**config.mk**
```make
export PLATFORM = sky130hd
export DESIGN_NAME = lc3_decode_flat
export DESIGN_NICKNAME = d
export VERILOG_FILES = /design/src/rtl/lc3_pkg.sv /design/src/rtl/lc3_decode_if.sv /design/src/rtl/lc3_sext.sv /design/src/rtl/lc3_decode.sv /design/src/flat_wrapper.sv
export SDC_FILE = /design/constraint.sdc
export NUM_CORES = 1
export LEC_CHECK = 0
export BUFFER_PORTS_ARGS = -buffer_cell sky130_fd_sc_hd__buf_2
export CAP_MARGIN = 0
export CORE_MARGIN = 4
export CORE_UTILIZATION = 42
export CTS_CLUSTER_SIZE = 24
export DETAILED_ROUTE_END_ITERATION = 12
export PLACE_DENSITY = 0.82
export SYNTH_ARGS = -nofsm -noshare
export SYNTH_HDL_FRONTEND = slang
export SYNTH_SLANG_ARGS = --single-unit
```
**constraint.sdc**
```tcl
create_clock -name clk -period 1.84 [get_ports clk]
set_input_delay 0.368 -clock clk [delete_from_list [all_inputs] [get_ports clk]]
set_output_delay 0.368 -clock clk [all_outputs]
set_load 0.05 [all_outputs]
```
**src/rtl/lc3_pkg.sv**
```systemverilog
// Shared LC-3 definitions: opcodes, condition-code reset value, decode FSM
// states and a helper that derives N/Z/P flags from a written-back value.
package lc3_pkg;

    localparam logic [3:0] OP_BR   = 4'b0000;
    localparam logic [3:0] OP_ADD  = 4'b0001;
    localparam logic [3:0] OP_LD   = 4'b0010;
    localparam logic [3:0] OP_ST   = 4'b0011;
    localparam logic [3:0] OP_JSR  = 4'b0100;
    localparam logic [3:0] OP_AND  = 4'b0101;
    localparam logic [3:0] OP_LDR  = 4'b0110;
    localparam logic [3:0] OP_STR  = 4'b0111;
    localparam logic [3:0] OP_RTI  = 4'b1000;
    localparam logic [3:0] OP_NOT  = 4'b1001;
    localparam logic [3:0] OP_LDI  = 4'b1010;
    localparam logic [3:0] OP_STI  = 4'b1011;
    localparam logic [3:0] OP_JMP  = 4'b1100;
    localparam logic [3:0] OP_RES  = 4'b1101;
    localparam logic [3:0] OP_LEA  = 4'b1110;
    localparam logic [3:0] OP_TRAP = 4'b1111;

    localparam logic [2:0] NZP_RESET = 3'b010;

    typedef enum logic [2:0] {
        S_IDLE,
        S_MEM_WAIT,
        S_LATCH,
        S_ISSUE,
        S_EXEC_WAIT,
        S_NEXT
    } state_t;

    function automatic logic [2:0] nzp_of(input logic [15:0] d);
        return {d[15], d == 16'h0000, !d[15] && (d != 16'h0000)};
    endfunction

endpackage

```
**src/rtl/lc3_decode_if.sv**
```systemverilog
// Bundle between the decode stage and its neighbours (BRAM, fetch, execute,
// writeback). slave = decode stage, master = the surrounding pipeline.
interface lc3_decode_if;

    logic        start_in;
    logic [15:0] mem_dout;
    logic        exec_done_in;
    logic        wb_en_in;
    logic [15:0] wb_data_in;

    logic [15:0] ir_out;
    logic [3:0]  opCode_out;
    logic [2:0]  dr_out;
    logic [2:0]  sr1_out;
    logic [2:0]  sr2_out;
    logic        imm_mode_out;
    logic [8:0]  offset_out;
    logic [15:0] sext_out;
    logic [2:0]  br_nzp_out;
    logic [2:0]  result_nzp_out;
    logic        exec_start_out;
    logic        fetch_start_out;
    logic        busy_out;
    logic        illegal_out;

    modport slave (
        input  start_in, mem_dout, exec_done_in, wb_en_in, wb_data_in,
        output ir_out, opCode_out, dr_out, sr1_out, sr2_out,
        output imm_mode_out, offset_out, sext_out, br_nzp_out,
        output result_nzp_out, exec_start_out, fetch_start_out,
        output busy_out, illegal_out
    );

    modport master (
        output start_in, mem_dout, exec_done_in, wb_en_in, wb_data_in,
        input  ir_out, opCode_out, dr_out, sr1_out, sr2_out,
        input  imm_mode_out, offset_out, sext_out, br_nzp_out,
        input  result_nzp_out, exec_start_out, fetch_start_out,
        input  busy_out, illegal_out
    );

endinterface

```
**src/rtl/lc3_sext.sv**
```systemverilog
// Combinational immediate/offset extender.
// Ports: ir (instruction), op (opcode) -> sext (16-bit extended value).
module lc3_sext
    import lc3_pkg::*;
(
    input  logic [15:0] ir,
    input  logic [3:0]  op,
    output logic [15:0] sext
);

    logic is_imm5;
    logic is_off6;
    logic is_off11;
    logic is_off9;
    logic is_trap;

    always_comb begin
        is_imm5  = ((op == OP_ADD) || (op == OP_AND)) && ir[5];
        is_off6  = (op == OP_LDR) || (op == OP_STR);
        is_off11 = (op == OP_JSR);
        is_off9  = (op == OP_BR)  || (op == OP_LD)  || (op == OP_ST) ||
                   (op == OP_LDI) || (op == OP_STI) || (op == OP_LEA);
        is_trap  = (op == OP_TRAP);
    end

    always_comb begin
        sext = 16'h0000;
        unique case (1'b1)
            is_imm5:  sext = {{11{ir[4]}}, ir[4:0]};
            is_off6:  sext = {{10{ir[5]}}, ir[5:0]};
            is_off11: sext = {{5{ir[10]}}, ir[10:0]};
            is_off9:  sext = {{7{ir[8]}}, ir[8:0]};
            is_trap:  sext = {8'h00, ir[7:0]};
            default:  sext = 16'h0000;
        endcase
    end

endmodule

```
**src/rtl/lc3_decode.sv**
```systemverilog
// LC-3 decode/sequencing stage: waits on BRAM, latches IR, issues to execute,
// then hands back to fetch. Owns the N/Z/P condition-code register.
// Ports: clk, rst (async, active high), bus (lc3_decode_if.slave).
module lc3_decode
    import lc3_pkg::*;
#(
    parameter int         MEM_LAT    = 1,
    parameter logic [3:0] ILLEGAL_OP = 4'b1101
) (
    input  logic          clk,
    input  logic          rst,
    lc3_decode_if.slave   bus
);

    localparam logic [1:0] WAIT_LAST = 2'(MEM_LAT - 1);

    state_t      state_q, state_d;
    logic [1:0]  wait_q, wait_d;
    logic [15:0] ir_q, ir_d;
    logic [2:0]  nzp_q, nzp_d;
    logic        illegal_q, illegal_d;

    always_ff @(posedge clk or posedge rst) begin
        if (rst) begin
            state_q   <= S_IDLE;
            wait_q    <= 2'd0;
            ir_q      <= 16'h0000;
            nzp_q     <= NZP_RESET;
            illegal_q <= 1'b0;
        end else begin
            state_q   <= state_d;
            wait_q    <= wait_d;
            ir_q      <= ir_d;
            nzp_q     <= nzp_d;
            illegal_q <= illegal_d;
        end
    end

    always_comb begin
        state_d   = state_q;
        wait_d    = wait_q;
        ir_d      = ir_q;
        illegal_d = illegal_q;
        case (state_q)
            S_IDLE: begin
                wait_d = 2'd0;
                if (bus.start_in) state_d = S_MEM_WAIT;
            end
            S_MEM_WAIT: begin
                if (wait_q == WAIT_LAST) state_d = S_LATCH;
                else                     wait_d  = wait_q + 2'd1;
            end
            S_LATCH: begin
                ir_d = bus.mem_dout;
                // Reserved opcode skips execute but still returns to fetch.
                if (bus.mem_dout[15:12] == ILLEGAL_OP) begin
                    illegal_d = 1'b1;
                    state_d   = S_NEXT;
                end else begin
                    state_d   = S_ISSUE;
                end
            end
            S_ISSUE:     state_d = S_EXEC_WAIT;
            S_EXEC_WAIT: if (bus.exec_done_in) state_d = S_NEXT;
            S_NEXT:      state_d = S_IDLE;
            default:     state_d = S_IDLE;
        endcase
    end

    // Writeback updates flags in every state, independent of sequencing.
    always_comb begin
        nzp_d = nzp_q;
        if (bus.wb_en_in) nzp_d = nzp_of(bus.wb_data_in);
    end

    logic [15:0] sext;

    lc3_sext u_sext (
        .ir   (ir_q),
        .op   (ir_q[15:12]),
        .sext (sext)
    );

    always_comb begin
        bus.ir_out          = ir_q;
        bus.opCode_out      = ir_q[15:12];
        bus.dr_out          = ir_q[11:9];
        bus.sr1_out         = ir_q[8:6];
        bus.sr2_out         = ir_q[2:0];
        bus.imm_mode_out    = ir_q[5];
        bus.offset_out      = ir_q[8:0];
        bus.br_nzp_out      = ir_q[11:9];
        bus.sext_out        = sext;
        bus.result_nzp_out  = nzp_q;
        bus.exec_start_out  = (state_q == S_ISSUE);
        bus.fetch_start_out = (state_q == S_NEXT);
        bus.busy_out        = (state_q != S_IDLE);
        bus.illegal_out     = illegal_q;
    end

endmodule

```
**src/flat_wrapper.sv**
```systemverilog
// flat-port wrapper written by rule: the top's interface ports become plain ports
module lc3_decode_flat import lc3_pkg::*;
#(
    parameter int         MEM_LAT    = 1,
    parameter logic [3:0] ILLEGAL_OP = 4'b1101
)
  (clk, rst, bus_start_in, bus_mem_dout, bus_exec_done_in, bus_wb_en_in, bus_wb_data_in, bus_ir_out, bus_opCode_out, bus_dr_out, bus_sr1_out, bus_sr2_out, bus_imm_mode_out, bus_offset_out, bus_sext_out, bus_br_nzp_out, bus_result_nzp_out, bus_exec_start_out, bus_fetch_start_out, bus_busy_out, bus_illegal_out);
  lc3_decode_if bus_i ();
  input  logic clk;
  input  logic rst;
  input wire logic [$bits(bus_i.start_in)-1:0] bus_start_in;
  input wire logic [$bits(bus_i.mem_dout)-1:0] bus_mem_dout;
  input wire logic [$bits(bus_i.exec_done_in)-1:0] bus_exec_done_in;
  input wire logic [$bits(bus_i.wb_en_in)-1:0] bus_wb_en_in;
  input wire logic [$bits(bus_i.wb_data_in)-1:0] bus_wb_data_in;
  output wire logic [$bits(bus_i.ir_out)-1:0] bus_ir_out;
  output wire logic [$bits(bus_i.opCode_out)-1:0] bus_opCode_out;
  output wire logic [$bits(bus_i.dr_out)-1:0] bus_dr_out;
  output wire logic [$bits(bus_i.sr1_out)-1:0] bus_sr1_out;
  output wire logic [$bits(bus_i.sr2_out)-1:0] bus_sr2_out;
  output wire logic [$bits(bus_i.imm_mode_out)-1:0] bus_imm_mode_out;
  output wire logic [$bits(bus_i.offset_out)-1:0] bus_offset_out;
  output wire logic [$bits(bus_i.sext_out)-1:0] bus_sext_out;
  output wire logic [$bits(bus_i.br_nzp_out)-1:0] bus_br_nzp_out;
  output wire logic [$bits(bus_i.result_nzp_out)-1:0] bus_result_nzp_out;
  output wire logic [$bits(bus_i.exec_start_out)-1:0] bus_exec_start_out;
  output wire logic [$bits(bus_i.fetch_start_out)-1:0] bus_fetch_start_out;
  output wire logic [$bits(bus_i.busy_out)-1:0] bus_busy_out;
  output wire logic [$bits(bus_i.illegal_out)-1:0] bus_illegal_out;
  assign bus_i.start_in = bus_start_in;
  assign bus_i.mem_dout = bus_mem_dout;
  assign bus_i.exec_done_in = bus_exec_done_in;
  assign bus_i.wb_en_in = bus_wb_en_in;
  assign bus_i.wb_data_in = bus_wb_data_in;
  assign bus_ir_out = bus_i.ir_out;
  assign bus_opCode_out = bus_i.opCode_out;
  assign bus_dr_out = bus_i.dr_out;
  assign bus_sr1_out = bus_i.sr1_out;
  assign bus_sr2_out = bus_i.sr2_out;
  assign bus_imm_mode_out = bus_i.imm_mode_out;
  assign bus_offset_out = bus_i.offset_out;
  assign bus_sext_out = bus_i.sext_out;
  assign bus_br_nzp_out = bus_i.br_nzp_out;
  assign bus_result_nzp_out = bus_i.result_nzp_out;
  assign bus_exec_start_out = bus_i.exec_start_out;
  assign bus_fetch_start_out = bus_i.fetch_start_out;
  assign bus_busy_out = bus_i.busy_out;
  assign bus_illegal_out = bus_i.illegal_out;
  lc3_decode #(.MEM_LAT(MEM_LAT), .ILLEGAL_OP(ILLEGAL_OP)) u_core (.clk(clk), .rst(rst), .bus(bus_i));
endmodule
```
**After elaboration in Yosys (flattened, before gate mapping)**

Index checks and enable logic that the tools add are counted.

- $add $sub $neg: 1
- Equality and inequality tests: 21
- Mux-type cells: 8
- Reduce and logical (&&, ||, !) cells: 20

Operator list:

| operator | number |
|---|---|
| one-hot mux 16 bit (5 select lines) | 1 |
| == test 4 bit, second input constant | 5 |
| == test 4 x 3 -> 1 bit, second input constant | 4 |
| zero test 16 bit | 1 |
| nonzero test 16 bit | 1 |
| one-hot mux 3 bit (5 select lines) | 1 |
| 2-to-1 mux 3 bit | 4 |
| == test 4 x 2 -> 1 bit, second input constant | 2 |
| logical OR 1 bit | 7 |
| == test 3 x 2 -> 1 bit, second input constant | 2 |
| == test 3 bit, second input constant | 2 |
| inequality test 2 bit, second input constant | 3 |
| == test 4 x 1 -> 1 bit, second input constant | 1 |
| zero test 4 bit | 1 |
| one-hot mux 2 bit (2 select lines) | 1 |
| AND reduction 2 bit | 2 |
| == test 3 x 1 -> 1 bit, second input constant | 1 |
| zero test 3 bit | 1 |
| AND reduction 3 bit | 1 |
| nonzero test 3 bit | 1 |
| adder 2 x 1 -> 2 bit, second input constant | 1 |
| logical AND 1 bit | 2 |
| zero test 2 bit | 1 |
| 2-to-1 mux 2 bit | 1 |
| other kinds (3) | 3 |

- Bits in registers: 25
- Input port bits: 37

**Longest topological paths before layout**

- Word-level depth: 7
- Mapped depth: 5

**By module**

A second synthesis with hierarchy kept.

- Cell total of the unflattened synthesis: 148
- Area total of the unflattened synthesis: 1561.5 um^2

Modules (own cells, without submodules):

| module | times used | cells each | area an instance (um^2) | seq. area each (um^2) |
|---|---|---|---|---|
| lc3_decode | 1 | 110 | 1312.5 | 626.9 |
| lc3_sext | 1 | 38 | 249.0 | 0.0 |

**Worst setup path after synthesis**

OpenSTA, ideal clock, no wires.

- Path kind: reg-to-output
- Start point: register u_core.ir_q[15], in the netlist u_core.bus.ir_out[15]
- End point: output bus_sext_out[11]
- Arrival time: 2119 ps
- Data required time: 1472 ps
- Slack: -647 ps
- Stages on the path, launching flop included: 5
- Path buffers: 1
- Cells stage by stage: dfrtp_1 and3b_1 o21ai_0 nand3_1 buf_4

- Longest elaborated chain between the ends: 7
- Elaborated cells between the ends (all ways): 21
- Those cells by class: eq/ne (11); mux (1); reduce/logical (9)

Ends and longest elaborated chain:

| what | RTL line | source |
|---|---|---|
| start, declared | lc3_decode.sv:19 | `logic [15:0] ir_q, ir_d;` |
| start signal, assigned | lc3_decode.sv:33 | `ir_q <= ir_d;` |
| == test 4 x 2 -> 1 bit or zero test 4 bit (tied branches) | lc3_sext.sv:21 | `is_off9 = (op == OP_BR) \|\| (op == OP_LD) \|\| (op == OP_ST) \|\|` |
| logical OR 1 bit (3 in series) | lc3_sext.sv:21 |  |
| logical OR 1 bit (2 in series) | lc3_sext.sv:22 | `(op == OP_LDI) \|\| (op == OP_STI) \|\| (op == OP_LEA);` |
| one-hot mux 16 bit (5 select lines) (*) | lc3_sext.sv:28 | `unique case (1'b1)` |
| end, declared | flat_wrapper.sv:23 | `output wire logic [$bits(bus_i.sext_out)-1:0] bus_sext_out;` |

Mark *: on every way between the ends. The rest lies on a longest branch, timed or not.

**Final worst setup path**

Ends and elaborated chain as after synthesis.

==> flow_summary.yaml <==
logic_synthesis:
  avgSynthCellArea_um2: 10.15
  netlist_area_um2: 1543
  yosysMostFrequentCell: "buf_4"
  synth_enable_flop_cells: 0
  synth_cells: 152
  synth_top_area_share_pct: 38.93
  synth_nets: 190
  ys_types: 38
  ys_seq_area_share_pct: 40.63
  synthTopCellsByArea: "dfrtp_1, buf_4, mux2_2"
  yosysWarnings: 0
  yosysTopAreaCell: "dfrtp_1"
  synth-seq-cells: 25
  synth-main-ff-cell: "dfrtp_1"
  async_flop_share_pct: 100.0
  synth_common_cells: "buf_4, dfrtp_1, o21ai_0"
floorplanning:
  die_h_um: 68.61
  rows: 21
  core_area_um2: 3442
  dieWidth_um: 68.61
  start_util_pct: 44.82
  die_area_um2: 4707
  io_pins: 102
timing:
  finalClockSkew_ps: 1.689
  final_hold_viol_count: 0
  slew_headroom_pct: 77.08
  tightestPinTransition_ps: 343.9
  rsz0062_at_grt: "true"
  finalCritPeriodShare_pct: 110.0
  finalMaxSlewViolations: 0
  max_freq_mhz: 494.2
  holdWs_ps: 138.6
  setup_ws_ps: -183.6
  setup_violations: 10
  layout_min_cycle_time_ps: 2024
min_path:
  hold_path.class: "in2async"
setup_path:
  cp.arrival_ps: 1660
  required_ps: 1470
  critPathCaptureType: "output port"
  crit_path_max_fanout: 7
  critPathKind: "reg2out"
  rr_worst_depth: 3
  cp-start-kind: "flip-flop"
  rrSetupSlack_ps: 340
grt:
  grt_usage_pct: 15.54
  antenna_found_initial: 0
  grt_overflow: 0
  grt_pass1_vias: 1314
  grt_max_degree: 26
  grt_pass1_wl_um: 5637
drt:
  drc: 0
  wire_per_inst_um: 13.71
  vias_per_cell: 4.929
  dr_total_vias: 1390
  drtAntennaViolNets: 0
  drt_iter0_drc: 21
  dr.pass1.iters: 4
  drt_wl_total_um: 3865
status:
  violations: "setup timing"
  outcome: "finished with violations"
cts:
  cts_htree_levels: 1
  cts_made_buffers: 3
  cts_sinks: 25
  holdBufCountCts: 0
  clock_path_buffers: 2
  clk_pin_slew_ps: 80
  cts_tree: "done"
  clockRootBuffer: "clkbuf_8"
  clk_latency_ps: 260
placed_design:
  gp_congestion: 0.6925
  io_buffers: 101
  place_hpwl_um: 2771
layout:
  drive_above_1_share_pct: 65.68
  nNetsFinal: 275
  area.growth.synth_to_final_pct: 42.98
  antennaDiodeCount: 0
run:
  cap_violations: 0
-- cells in the final DEF (no fill, tap or decap), drive strengths merged, types with 2 or more instances in the layout --
cell type and n:
nor3b 2, mux2i 2, inv 10, nand2b 2
nor4 4, a21oi 4, nand3 5, nor2b 5
dfrtp 24, a21o 2, o21ai 11, mux2 15
clkbuf 4, nand2 7, nor2 2, and2 5
a31o 2, buf 114
-- area by class of cell --
type | instances | area (um2)
clock buffers | 4 | 45.04
flip-flops and latches | 25 | 634.4
fillers | 292 | 1236
multi-input cells | 83 | 684.4
repair buffers | 114 | 747.0
well taps | 46 | 57.56
inverters | 10 | 37.54
-- worst max-delay path: stages, from the launching register on --
cell     delay, ps
dfrtp_2        460
nor2b_1        270
o32a_1         300
nand3_4        170
buf_6          200
-- per-layer routing --
| metal | share of wire [%] | track usage (%) |
|---|---|---|
| met1 | 39 | 18.81 |
| met2 | 51 | 29.92 |
| met3 | 9.3 | 1.459 |
| met4 | 0 | 2.233 |
| met5 | 0 | 0 |
-- stage by stage --
| stage | TNS [ps] | std cells | area [um2] | setup WS, ps | utilization [%] |
|---|---|---|---|---|---|
| 2_1_floorplan | -443.3 | 152 | 1592 | -64.95 | - |
| 3_3_place_gp | 0 | 268 | 1909 | 112.0 | 55.47 |
| 3_5_place_dp | 0 | 268 | 1909 | 88.33 | 55.47 |
| 4_1_cts | -1051 | 281 | 2138 | -121.9 | 62.12 |
| 5_1_grt | -2069 | 282 | 2206 | -241.4 | 64.09 |
| 6_report | -1532 | 282 | 2206 | -183.6 | 64.09 |
-- kinds of logic after synthesis --
kind of cell | count (synthesis) | share of synthesized area, %
flops | 25 | 40.63
buf+inv | 44 | 19.79
mux | 17 | 13.46
compound gates | 24 | 9.490
simple gates | 41 | 15.82
fa+ha+maj | 1 | 0.8109
-- path summary, 6_finish.rpt --
kind / start / endpoint
hold reg to reg: u_core.bus.result_nzp_out[1] / u_core.bus.result_nzp_out[1]
setup / recovery: u_core.bus.ir_out[15] / bus_sext_out[11]
min in group clk: bus_wb_en_in / u_core.bus.result_nzp_out[1]
max in group asynchronous: rst / u_core.bus.result_nzp_out[1]
hold / removal: rst / u_core.state_q[0]
setup reg to reg: u_core.state_q[2] / u_core.bus.ir_out[2]
-- state kept, by name, summed over array words and instances (netlist names) --
name                       count
u_core.wait_q                  2
u_core.bus.illegal_out         1
u_core.state_q                 3
u_core.bus.result_nzp_out      3
u_core.bus.ir_out             16
-- repair_timing --
action                                 4_1_cts  5_1_grt
pin swaps                                    5        1
endpoints found under the hold margin        0        0
setup buffers                                9        1
resized for setup                           37       16
setup endpoints to repair                   15       15
Power is left out: the tool's default activity adds up to more than one toggle a clock period on the data nets, which glitch-free logic cannot reach.
